--- config.mk ---
export PLATFORM = sky130hd
export DESIGN_NAME = pci_req_arbiter
export DESIGN_NICKNAME = d
export VERILOG_FILES = /design/src/rtl/pci_arb_pkg.sv /design/src/rtl/pci_arb_rr.sv /design/src/rtl/pci_req_arbiter.sv
export SDC_FILE = /design/constraint.sdc
export NUM_CORES = 1
export LEC_CHECK = 0
export BUFFER_PORTS_ARGS = -buffer_cell sky130_fd_sc_hd__buf_2
export CAP_MARGIN = 10
export CELL_PAD_IN_SITES_DETAIL_PLACEMENT = 1
export CELL_PAD_IN_SITES_GLOBAL_PLACEMENT = 1
export CORE_MARGIN = 2
export CORE_UTILIZATION = 31
export DETAILED_ROUTE_END_ITERATION = 10
export GPL_TIMING_DRIVEN = 0
export PLACE_DENSITY_LB_ADDON = 0.1
export SLEW_MARGIN = 20
export SYNTH_ARGS = -nofsm -noshare
export SYNTH_HDL_FRONTEND = slang
export SYNTH_SLANG_ARGS = --single-unit
--- constraint.sdc ---
create_clock -name clk -period 1.8 [get_ports clk]
set_input_delay 0.36 -clock clk [delete_from_list [all_inputs] [get_ports clk]]
set_output_delay 0.36 -clock clk [all_outputs]
set_load 0.03 [all_outputs]
--- src/rtl/pci_arb_pkg.sv ---
// Shared types and constants for the PCI request arbiter.
//   arb_state_e : sequencer states
//   REQ_IO/MEM  : requester indices (bit positions in req_valid/req_done)
//   ABORT_DATA  : read data returned on master abort or watchdog expiry
//   pci_cmd_t   : command fields latched from the winning requester
package pci_arb_pkg;

  localparam int unsigned ADDR_W = 32;
  localparam int unsigned DATA_W = 32;
  localparam int unsigned BE_W   = 4;

  typedef enum logic [1:0] {
    ST_IDLE  = 2'd0,
    ST_ISSUE = 2'd1,
    ST_WAIT  = 2'd2,
    ST_DONE  = 2'd3
  } arb_state_e;

  localparam logic REQ_IO  = 1'b0;
  localparam logic REQ_MEM = 1'b1;

  localparam logic [DATA_W-1:0] ABORT_DATA = 32'hFFFF_FFFF;

  typedef struct packed {
    logic              write;
    logic [ADDR_W-1:0] address;
    logic [DATA_W-1:0] writedata;
    logic [BE_W-1:0]   byteenable;
  } pci_cmd_t;

endpackage

--- src/rtl/pci_arb_rr.sv ---
// Combinational 2-way round-robin picker.
//   req_valid   : per-requester request (bit 0 = I/O, bit 1 = mem)
//   rr_last     : index granted last time
//   grant_valid : some requester is asking
//   grant_idx   : winning requester index
module pci_arb_rr
  import pci_arb_pkg::*;
(
  input  logic [1:0] req_valid,
  input  logic       rr_last,
  output logic       grant_valid,
  output logic       grant_idx
);

  // On a tie the requester not served last time wins.
  always_comb begin
    grant_valid = |req_valid;
    if (&req_valid) begin
      grant_idx = ~rr_last;
    end else begin
      grant_idx = req_valid[REQ_MEM] ? REQ_MEM : REQ_IO;
    end
  end

endmodule

--- src/rtl/pci_req_arbiter.sv ---
// Shares one pci_interface transaction engine between the CPU I/O-port
// path (index 0) and the Avalon memory path (index 1). Serialises requests
// round-robin, fires one single-cycle strobe per transaction, waits for the
// engine to finish (or aborts via trdy timeout / watchdog) and returns data
// and an error flag with a one-cycle req_done pulse.
//   clk, rst_n                 : clock, async active-low reset
//   req_*                      : requester side (valid/write/address/data/be)
//   req_done/readdata/err      : completion back to the winning requester
//   busy                       : sequencer not idle
//   pci_io_*/pci_mem_*         : single-cycle strobes to the engine
//   pci_address/writedata/be   : latched command fields
//   pci_wait/readdata(_valid)  : engine status
//   pci_trdy_timeout           : engine master-abort indication
module pci_req_arbiter
  import pci_arb_pkg::*;
#(
  parameter int unsigned TIMEOUT_CYCLES = 255
) (
  input  logic              clk,
  input  logic              rst_n,
  input  logic [1:0]        req_valid,
  input  logic [1:0]        req_write,
  input  logic [ADDR_W-1:0] req_address0,
  input  logic [ADDR_W-1:0] req_address1,
  input  logic [DATA_W-1:0] req_writedata0,
  input  logic [DATA_W-1:0] req_writedata1,
  input  logic [BE_W-1:0]   req_byteenable0,
  input  logic [BE_W-1:0]   req_byteenable1,
  output logic [1:0]        req_done,
  output logic [DATA_W-1:0] req_readdata,
  output logic              req_err,
  output logic              busy,
  output logic              pci_io_read,
  output logic              pci_io_write,
  output logic              pci_mem_read,
  output logic              pci_mem_write,
  output logic [ADDR_W-1:0] pci_address,
  output logic [DATA_W-1:0] pci_writedata,
  output logic [BE_W-1:0]   pci_byteenable,
  input  logic              pci_wait,
  input  logic [DATA_W-1:0] pci_readdata,
  input  logic              pci_readdata_valid,
  input  logic              pci_trdy_timeout
);

  localparam int unsigned CNT_W = $clog2(TIMEOUT_CYCLES + 1);

  arb_state_e        state_q, state_d;
  logic              rr_last_q, rr_last_d;
  logic              idx_q, idx_d;
  pci_cmd_t          cmd_q, cmd_d;
  logic [CNT_W-1:0]  cnt_q, cnt_d;
  logic              io_rd_q, io_rd_d, io_wr_q, io_wr_d;
  logic              mem_rd_q, mem_rd_d, mem_wr_q, mem_wr_d;
  logic [1:0]        done_q, done_d;
  logic [DATA_W-1:0] rdata_q, rdata_d;
  logic              err_q, err_d;
  logic              busy_q, busy_d;

  logic              grant_valid;
  logic              grant_idx;
  logic              win_write;
  logic              wait_ok;
  logic              wait_abort;

  pci_arb_rr u_rr (
    .req_valid   (req_valid),
    .rr_last     (rr_last_q),
    .grant_valid (grant_valid),
    .grant_idx   (grant_idx)
  );

  assign win_write = req_write[grant_idx];

  // cnt_q is 0 only in the first WAIT cycle, where pci_wait is not yet valid.
  assign wait_ok    = cmd_q.write ? ((cnt_q != '0) && !pci_wait) : pci_readdata_valid;
  assign wait_abort = pci_trdy_timeout || (cnt_q == CNT_W'(TIMEOUT_CYCLES));

  // Next-state and registered-output logic.
  always_comb begin
    state_d   = state_q;
    rr_last_d = rr_last_q;
    idx_d     = idx_q;
    cmd_d     = cmd_q;
    cnt_d     = cnt_q;
    io_rd_d   = 1'b0;
    io_wr_d   = 1'b0;
    mem_rd_d  = 1'b0;
    mem_wr_d  = 1'b0;
    done_d    = 2'b00;
    rdata_d   = rdata_q;
    err_d     = err_q;

    case (state_q)
      ST_IDLE: begin
        if (grant_valid) begin
          idx_d            = grant_idx;
          cmd_d.write      = win_write;
          cmd_d.address    = grant_idx ? req_address1    : req_address0;
          cmd_d.writedata  = grant_idx ? req_writedata1  : req_writedata0;
          cmd_d.byteenable = grant_idx ? req_byteenable1 : req_byteenable0;
          // Strobe is registered so it is high for exactly the ISSUE cycle.
          if (grant_idx == REQ_IO) begin
            io_rd_d = ~win_write;
            io_wr_d = win_write;
          end else begin
            mem_rd_d = ~win_write;
            mem_wr_d = win_write;
          end
          state_d = ST_ISSUE;
        end
      end
      ST_ISSUE: begin
        rr_last_d = idx_q;
        cnt_d     = '0;
        state_d   = ST_WAIT;
      end
      ST_WAIT: begin
        // Normal completion takes priority over an abort in the same cycle.
        if (wait_ok) begin
          rdata_d = cmd_q.write ? '0 : pci_readdata;
          err_d   = 1'b0;
          done_d  = idx_q ? 2'b10 : 2'b01;
          state_d = ST_DONE;
        end else if (wait_abort) begin
          rdata_d = ABORT_DATA;
          err_d   = 1'b1;
          done_d  = idx_q ? 2'b10 : 2'b01;
          state_d = ST_DONE;
        end else begin
          cnt_d = cnt_q + CNT_W'(1);
        end
      end
      ST_DONE: begin
        state_d = ST_IDLE;
      end
      default: begin
        state_d = ST_IDLE;
      end
    endcase

    busy_d = (state_d != ST_IDLE);
  end

  // State and output registers.
  always_ff @(posedge clk or negedge rst_n) begin
    if (!rst_n) begin
      state_q   <= ST_IDLE;
      rr_last_q <= REQ_MEM;
      idx_q     <= REQ_IO;
      cmd_q     <= '0;
      cnt_q     <= '0;
      io_rd_q   <= 1'b0;
      io_wr_q   <= 1'b0;
      mem_rd_q  <= 1'b0;
      mem_wr_q  <= 1'b0;
      done_q    <= 2'b00;
      rdata_q   <= '0;
      err_q     <= 1'b0;
      busy_q    <= 1'b0;
    end else begin
      state_q   <= state_d;
      rr_last_q <= rr_last_d;
      idx_q     <= idx_d;
      cmd_q     <= cmd_d;
      cnt_q     <= cnt_d;
      io_rd_q   <= io_rd_d;
      io_wr_q   <= io_wr_d;
      mem_rd_q  <= mem_rd_d;
      mem_wr_q  <= mem_wr_d;
      done_q    <= done_d;
      rdata_q   <= rdata_d;
      err_q     <= err_d;
      busy_q    <= busy_d;
    end
  end

  assign req_done       = done_q;
  assign req_readdata   = rdata_q;
  assign req_err        = err_q;
  assign busy           = busy_q;
  assign pci_io_read    = io_rd_q;
  assign pci_io_write   = io_wr_q;
  assign pci_mem_read   = mem_rd_q;
  assign pci_mem_write  = mem_wr_q;
  assign pci_address    = cmd_q.address;
  assign pci_writedata  = cmd_q.writedata;
  assign pci_byteenable = cmd_q.byteenable;

endmodule

==> flow_metrics.tcl <==
set metrics [dict create \
    critPathCaptureType "flop" \
    cp-start-kind "flop" \
    cts_tree "built" \
    cp_top_family "compound AO/OA/AOI/OAI gates" \
    slowest_stage "or4_4" \
    yosys-top-cells-area "dfrtp_1 53%, a222oi_1 12%, buf_4 9.0%, inv_1 5.2%, o22a_1 4.9%" \
    yosys-top-cells-count "120 x dfrtp_1, 78 x inv_1, 69 x a222oi_1" \
    io_buffers 284 \
    avgViaCountPerCell 4.99 \
    htreeDepth 4 \
    drc 0 \
    pwr-share-clk_pct 20.8 \
    cp_cell_sequence "or4_4 > o211ai_4 > a21oi_4 > clkbuf_8 > o22a_1" \
    areaGrowthSynthToFinish_pct 49.0 \
    setup_slack_ps -81.9 \
    detail-route-antenna-nets 0 \
    nets 1015 \
    path_clk_slew_ps 50 \
    r2r_setup_slack_ps -80 \
    reg2regPathDepth 5 \
    netlist_instances 510 \
    dieWidth_um 139 \
    critPathMaxFanout 5 \
    synth.largest_area_cell "dfrtp_1" \
    antenna_found_initial 0 \
    finalClockSkew_ps 6.91 \
    yosysMostFrequentCell "dfrtp_1" \
    grt_pass1_wl_um 30700 \
    required_ps 2100 \
    grt_usage_pct 20.0 \
    place_hpwl_um 14500 \
    max_stage_delay_ps 580 \
    rsz0062_at_grt "yes" \
    leakage_nw 4.54 \
    hold_class "in2reg" \
    run_status "complete, but fails checks" \
    min_period_ps 1880 \
    maxCapViolCount 0 \
    tightest_slew_ps 511 \
    rows 49 \
    fin_util_pct 47.1 \
    diodes 0 \
    gr-total-overflow 0 \
    grt_pass1_vias 5657 \
    ys_warn_count 0 \
    cp.buffers_inverters 1 \
    ys_types 48 \
    synth_edf_count 0 \
    p_per_area_mw_per_mm2 2030 \
    ios 285 \
    total_power_mw 17.2 \
    cts_buffers 17 \
    grt_max_degree 66 \
    synth_area_per_cell_um2 11.1 \
    worst_r2r_endpoint "req_readdata[30]" \
    initial_core_util_pct 31.6 \
    drt-total-wl_um 19600 \
    ys.flop_type "dfrtp_1" \
    finalCritPeriodShare_pct 105 \
    switchingPower_mw 7.18 \
    critPathKind "reg2reg" \
    crit_start "cnt_q[6]" \
    violations "negative setup slack" \
    cts.path.max_buffers 2 \
    cts-root-buf "clkbuf_16" \
    core_area_mm2 0.0180 \
    die_y_um 139 \
    irDropWorstVdd_mv 0.845 \
    setup_viol 36 \
    r2r-start "cnt_q[6]" \
    crit_end "req_readdata[30]" \
    fmax_ghz 0.531 \
    gp_congestion 0.829 \
    dr.pass1.iters 6 \
    p_int_mw 10.0 \
    p_seq_share_pct 27.4 \
    vias 5355 \
    finalHoldViolations 0 \
    arrival_ps 2180 \
    dr.first_iter.drc_count 386 \
    die_area_mm2 0.0194 \
    pwr-share-comb_pct 51.8 \
    clock-sinks 121 \
    insertion_delay_ps 410 \
    sw_frac_of_total_pct 41.8 \
    netlist_area_mm2 0.00568 \
    drv_slew 0 \
    worstSetupPathDepth 5 \
    syn-num-nets 692 \
    relSlewSlack_pct 65.9 \
    wl_per_cell_um 18.3 \
    drive_above_1_share_pct 54.3 \
    synth_top_area_share_pct 52.9 \
    synthArstFlopShare_pct 100 \
    ys_seq_area_share_pct 53.3 \
    ys_ff_latch 121 \
]
==> power by group through the flow <==
| stage | Sequential, mW | Combinational (mW) | Clock (mW) |
|---|---|---|---|
| floorplan | 5.32 | 5.32 | 0 |
| global placement | 4.67 | 8.20 | 0 |
| detailed placement | 4.73 | 8.38 | 0 |
| CTS | 4.72 | 8.77 | 3.67 |
| global route | 4.87 | 9.62 | 3.79 |
| finish | 4.72 | 8.91 | 3.57 |
==> worst reg2reg max path: cells and delay by family, from the launching register on <==
kind	cells	cell delay [ps]
AO/OA/AOI/OAI	3	600
AND/OR/NAND/NOR	1	580
flip-flops	1	400
buffers and inverters	1	180
==> cell type report <==
cell class	instances	area (µm²)
buffer	99	697
clock buffer	24	512
clock inverter	7	113
fill	2049	9500
inverter	78	293
multi-input combinational	211	1880
sequential	121	3030
tap	229	287
timing repair buffer	305	1650
==> cells in the final DEF (no fill, tap or decap), types with 4 or more instances in the layout <==
master,count
nand3_1,4
inv_1,75
a21oi_1,6
clkbuf_2,13
clkbuf_8,8
clkbuf_16,17
nand2_1,11
buf_6,5
clkbuf_1,8
buf_2,285
a222oi_1,69
buf_4,86
dfrtp_1,117
o22a_1,32
a21oi_4,4
nor2b_1,35
==> registers in the layout, indices dropped and copies added (netlist names) <==
register,flops
cnt_q,8
rr_last_q,1
pci_mem_write,1
req_done,2
cmd_q,1
req_err,1
pci_io_write,1
idx_q,1
pci_mem_read,1
busy,1
pci_byteenable,4
req_readdata,32
state_q,2
pci_io_read,1
pci_address,32
pci_writedata,32
==> how the worst min path moves through the flow <==
| stage | from | to | slack, ps | depth (start not counted) |
|---|---|---|---|---|
| 2_1_floorplan | rst_n | busy | 60 | 0 |
| 3_3_place_gp | pci_writedata[1] | pci_writedata[1] | 470 | 2 |
| 3_5_place_dp | rst_n | req_readdata[11] | 330 | 1 |
| 4_1_cts | req_write[1] | pci_mem_read | 110 | 2 |
| 5_1_grt | req_write[1] | pci_mem_read | 120 | 2 |
| 6_report | req_write[1] | pci_mem_read | 130 | 2 |
==> per-layer routing <==
metal	global-route usage [%]	part of all wire, %
met4	6.17	1.8
met2	35.4	52
met3	6.71	8.2
met5	0	0
met1	22.8	38
==> through the flow <==
stage | area [µm²] | hold slack (ps) | setup WS (ps) | TNS, ps | instances
after floorplan | 5720 | 64.4 | -38.5 | -445 | 510
after global placement | 7430 | 472 | -1300 | -204130 | 1023
after detailed placement | 7460 | 331 | -689 | -51330 | 1024
after CTS | 8310 | 106 | -107 | -3110 | 1064
after global routing | 8460 | 121 | -139 | -4380 | 1074
final | 8460 | 133 | -81.9 | -2310 | 1074
==> logic make-up (layout without fill, tap and decap cells) <==
group                    after synthesis  after routing  synth area share [%]
AO/OA/AOI/OAI                        132            133                  21.4
adder cells (fa/ha/maj)                5              5                  1.10
flip-flops                           121            121                  53.3
buffers and inverters                179            513                  16.4
AND/OR/NAND/NOR                       72             72                  7.56
multiplexers                           1              1                 0.176
==> repair_timing <==
action                                 4_1_cts  5_1_grt
buffers inserted                             8       10
hold buffers                                 1        0
cloned                                       2        0
endpoints found under the hold margin       55        0
pin swaps                                    7       20
setup endpoints to repair                  116       88
gates resized for setup                     45       26
Note: power is estimated with default switching activity, not from simulation.
